### config.mk
export PLATFORM = sky130hd
export DESIGN_NAME = jk_cmd_sequencer
export DESIGN_NICKNAME = d
export VERILOG_FILES = /design/src/rtl/jk_seq_pkg.sv /design/src/rtl/jk_cmd_fifo.sv /design/src/rtl/jk_cmd_sequencer.sv
export SDC_FILE = /design/constraint.sdc
export NUM_CORES = 1
export LEC_CHECK = 0
export BUFFER_PORTS_ARGS = -buffer_cell sky130_fd_sc_hd__buf_4
export CAP_MARGIN = 20
export CORE_UTILIZATION = 55
export DETAILED_ROUTE_END_ITERATION = 8
export PLACE_DENSITY = 0.75
export SLEW_MARGIN = 20
export SYNTH_ARGS = -nofsm -noshare
export SYNTH_HDL_FRONTEND = slang
export SYNTH_SLANG_ARGS = --single-unit
### constraint.sdc
create_clock -name CLK -period 2.4 [get_ports CLK]
set_clock_uncertainty 0.05 [all_clocks]
set_input_delay 0.12 -clock CLK [delete_from_list [all_inputs] [get_ports CLK]]
set_output_delay 0.12 -clock CLK [all_outputs]
set_load 0.1 [all_outputs]
### src/rtl/jk_seq_pkg.sv
// jk_seq_pkg: shared op encodings, FSM states and command layout for the JK command sequencer.
package jk_seq_pkg;
    localparam logic [1:0] OP_HOLD = 2'b00;
    localparam logic [1:0] OP_RST  = 2'b01;
    localparam logic [1:0] OP_SET  = 2'b10;
    localparam logic [1:0] OP_TOG  = 2'b11;
    localparam int CMD_LEN_W = 4;
    typedef enum logic {IDLE = 1'b0, DRIVE = 1'b1} state_e;
    typedef struct packed {
        logic [1:0]           op;
        logic [CMD_LEN_W-1:0] len;
    } cmd_t;
endpackage

### src/rtl/jk_cmd_fifo.sv
// jk_cmd_fifo: synchronous FIFO with wrap-bit pointers; refuses pushes while full.
module jk_cmd_fifo #(
    parameter int DEPTH = 4,
    parameter int WIDTH = 6
) (
    input  logic             clk,
    input  logic             rst_n,
    input  logic             push,
    input  logic             pop,
    input  logic [WIDTH-1:0] wdata,
    output logic [WIDTH-1:0] rdata,
    output logic             full,
    output logic             empty
);
    localparam int AW = $clog2(DEPTH);
    logic [WIDTH-1:0] mem [DEPTH];
    logic [AW:0] wp, rp;
    assign full  = (wp[AW-1:0] == rp[AW-1:0]) && (wp[AW] != rp[AW]);
    assign empty = wp == rp;
    assign rdata = mem[rp[AW-1:0]];
    always_ff @(posedge clk or negedge rst_n) begin
        if (!rst_n) begin
            wp <= '0;
            rp <= '0;
        end else begin
            if (push && !full) wp <= wp + 1'b1;
            if (pop && !empty) rp <= rp + 1'b1;
        end
    end
    always_ff @(posedge clk) begin
        if (push && !full) mem[wp[AW-1:0]] <= wdata;
    end
endmodule

### src/rtl/jk_cmd_sequencer.sv
// jk_cmd_sequencer: buffers JK commands and drives registered J/K for len+1 cycles each,
// while a reference JK model checks the fed-back flip-flop output.
module jk_cmd_sequencer
    import jk_seq_pkg::*;
#(
    parameter int DEPTH = 4,
    parameter int LEN_W = 4
) (
    input  logic             CLK,
    input  logic             RST_n,
    input  logic             cmd_valid,
    output logic             cmd_ready,
    input  logic [1:0]       cmd_op,
    input  logic [LEN_W-1:0] cmd_len,
    input  logic             q_fb,
    input  logic             mism_clr,
    output logic             J,
    output logic             K,
    output logic             busy,
    output logic             cmd_done,
    output logic             exp_q,
    output logic             mismatch
);
    state_e           state;
    logic [LEN_W-1:0] cnt;
    logic [LEN_W+1:0] head;
    logic             full, empty, pop;
    assign cmd_ready = !full;
    // Pop from IDLE, or on the last drive cycle so commands run without a bubble.
    assign pop       = !empty && (state == IDLE || cnt == '0);
    assign cmd_done  = state == DRIVE && cnt == '0;
    assign busy      = state == DRIVE || !empty;
    jk_cmd_fifo #(.DEPTH(DEPTH), .WIDTH(LEN_W + 2)) u_fifo (
        .clk  (CLK),
        .rst_n(RST_n),
        .push (cmd_valid),
        .pop  (pop),
        .wdata({cmd_op, cmd_len}),
        .rdata(head),
        .full (full),
        .empty(empty)
    );
    always_ff @(posedge CLK or negedge RST_n) begin
        if (!RST_n) begin
            state    <= IDLE;
            cnt      <= '0;
            {J, K}   <= OP_HOLD;
            exp_q    <= 1'b0;
            mismatch <= 1'b0;
        end else begin
            exp_q    <= (J & ~exp_q) | (~K & exp_q);
            mismatch <= (q_fb != exp_q) || (mismatch && !mism_clr);
            if (pop) begin
                {J, K} <= head[LEN_W+:2];
                cnt    <= head[LEN_W-1:0];
                state  <= DRIVE;
            end else if (state == DRIVE) begin
                if (cnt != '0) begin
                    cnt <= cnt - 1'b1;
                end else begin
                    state  <= IDLE;
                    {J, K} <= OP_HOLD;
                end
            end
        end
    end
endmodule

==> flow_summary.yaml <==
run_status:
  status: "finished clean"
timing:
  finalCritPeriodShare_pct: 83.5
  worst_pin_slew_ns: 0.425
  max_slew_margin_pct: 71.7
  slew_violations: 0
  rsz0062_at_grt: "no"
  final_hold_viol_count: 0
  max_freq_mhz: 499
  setup_violations: 0
  fin_crit_ns: 2.00
  holdWs_ns: 0.104
  tns_ns: 0
synth:
  syn_area_sq_um: 1740
  synth_edf_count: 24
  dominantRegCellSynth: "edfxtp_1"
  syn_avg_cell_area_sq_um: 15.7
  synthTopCellsByArea: "edfxtp_1 (41%), dfrtp_1 (22%), mux4_2 (7.8%), ha_1 (4.3%), xor2_1 (2.5%)"
  seq_area_frac_synth_pct: 62.9
  synth_nets: 128
  synthCells: 111
  synth_warnings: 0
  async_flop_share_pct: 38.5
  synth_seq_cells: 39
  synth_top_area_share_pct: 41.3
  yosysTopAreaCell: "edfxtp_1"
  yosysUniqueCellTypes: 31
floorplanning:
  fp-row-count: 20
  die_w_microns: 58.3
  die_area_sq_um: 3400
  coreArea_sq_um: 3030
  ios: 18
  initial_utilization_pct: 57.6
  die_h_microns: 58.3
cells_and_area:
  finalNetCount: 160
  drive_above_1_share_pct: 26.4
  fillers: 213
  syn_to_final_growth_pct: 18.2
  final_common_cell: "edfxtp_1"
  mostFrequentLayoutCells: "edfxtp_1 (24), buf_4 (19), dfrtp_1 (15)"
  final_util_pct: 68.1
  antenna_cells: 0
  final_cells: 188
hold_path:
  min-delay-path-class: "primary input to async pin"
global_route:
  grt_pass1_wl_mm: 4.69
  gr-total-overflow: 0
  grt_max_degree: 16
  antenna_found_initial: 0
  track_usage_pct: 19.9
  grt_pass1_vias: 1032
power:
  p_clk_share_pct: 11.1
  p_sw_share_pct: 43.5
  ir_worst_vdd_v: 0.000516
  p_total_w: 0.00281
  internal-power_w: 0.00158
  powerDensity_nw_per_um2: 1360
  power_frac_seq_pct: 40.3
  pwr-share-comb_pct: 48.6
  p_sw_w: 0.00122
  p_leak_nw: 0.840
drt:
  num_vias: 996
  vias_per_cell: 5.30
  totalWireLength_mm: 2.81
  drcViolationCount: 0
  drtIter0Drc: 34
  wl_per_cell_microns: 14.9
  first_pass_iters: 4
  route.antenna.remaining_nets: 0
setup_path:
  path_class: "flip-flop to output pin"
  cp-start-kind: "flip-flop"
  crit_required_ns: 2.23
  path_max_fanout: 4
  endpoint_kind: "output pin"
  worst_ep_arrival_time_ns: 1.83
placement:
  place_inst: 171
  hpwl_mm: 1.99
  gp_congestion: 0.802
  io_buffers: 17
clock_tree:
  cts_tree: "yes"
  path_clk_slew_ns: 0.11
  cts-resized-gates: 0
  clock_latency_ns: 0.34
  cts_buffers: 5
  cts_max_path_buffers: 2
  cts_setup_buffers: 0
  clockRootBuffer: "clkbuf_4"
  htree_levels: 2
  clock_sinks: 39
flow_run:
  cap_violations: 0
Yosys cell counts, types with 3 or more instances:
cell	n
a22o_1	3
mux4_2	6
xnor2_1	4
inv_1	8
edfxtp_1	24
nand2_1	5
ha_1	6
xor2_1	5
mux2i_1	4
dfrtp_1	15
nand3_1	3
and2_1	3
final timing paths:
path	startpoint	to	cells after the start	slack (ns)
setup / recovery	cnt[0]	cmd_done	5	0.40
hold / removal	RST_n	mismatch	2	0.10
setup reg to reg	cnt[0]	u_fifo.rp[1]	5	0.44
hold reg to reg	K	exp_q	1	0.47
max in group asynchronous	RST_n	cnt[3]	2	2.01
min in group CLK	cmd_valid	u_fifo.wp[0]	3	0.18
power by group through the flow:
stage          registers (W)  clock network, W  logic [W]
4_1_cts              0.00113          0.000316    0.00137
5_1_grt              0.00116          0.000348    0.00147
3_5_place_dp         0.00115                 0    0.00135
6_report             0.00113          0.000311    0.00136
3_3_place_gp         0.00113                 0    0.00133
2_1_floorplan        0.00130                 0   0.000901
final cells by class:
cell class              instances  area [sq um]  area share (%)
inverters                       8          30.0            1.46
clock inverters                 1          5.00           0.243
multi-input cells              61           597            29.0
well taps                      44          55.1            2.67
flip-flops and latches         39          1100            53.2
clock buffers                   7          45.0            2.19
repair buffers                 28           233            11.3
worst max-delay path, cell delays in order, from the launching register on:
cell,delay (ns)
dfrtp_1,0.41
inv_1,0.10
ha_1,0.19
or3b_4,0.42
nor2_2,0.09
buf_4,0.29
routing by layer:
layer	track usage, %	vias to the layer above	wire [microns]
met1	24.0	484	1270
li1	-	476	-
met2	33.7	31	1370
met4	8.16	0	28
met5	0	-	0
met3	5.93	5	141
registers in the layout, indices dropped and copies added, names as in the netlist:
| register | cells |
|---|---|
| cnt | 4 |
| J | 1 |
| exp_q | 1 |
| mismatch | 1 |
| u_fifo.wp | 3 |
| state | 1 |
| u_fifo.rp | 3 |
| u_fifo.mem | 24 |
| K | 1 |
metrics by stage:
| stage | cell area, sq um | worst slack, ns |
|---|---|---|
| finish | 2060 | 0.397 |
| global route | 2060 | 0.292 |
| CTS | 2060 | 0.377 |
| detailed placement | 1920 | 0.450 |
| global placement | 1920 | 0.475 |
| floorplan | 1750 | 0.409 |
kinds of logic after synthesis:
kind of cell	synth area share, %
DFF	62.9
and+or+nand+nor	5.67
buffers and inverters	3.02
AOI/OAI and AO/OA	6.82
muxes	10.9
xor gates and xnor gates	6.39
adders and majority gates	4.31
what timing repair did:
action                                  in CTS  in global routing
hold buffers                                 9                  0
endpoints found under the setup margin       0                  0
hold endpoints to repair                    40                  0
Note: power is estimated with default switching activity, not from simulation.
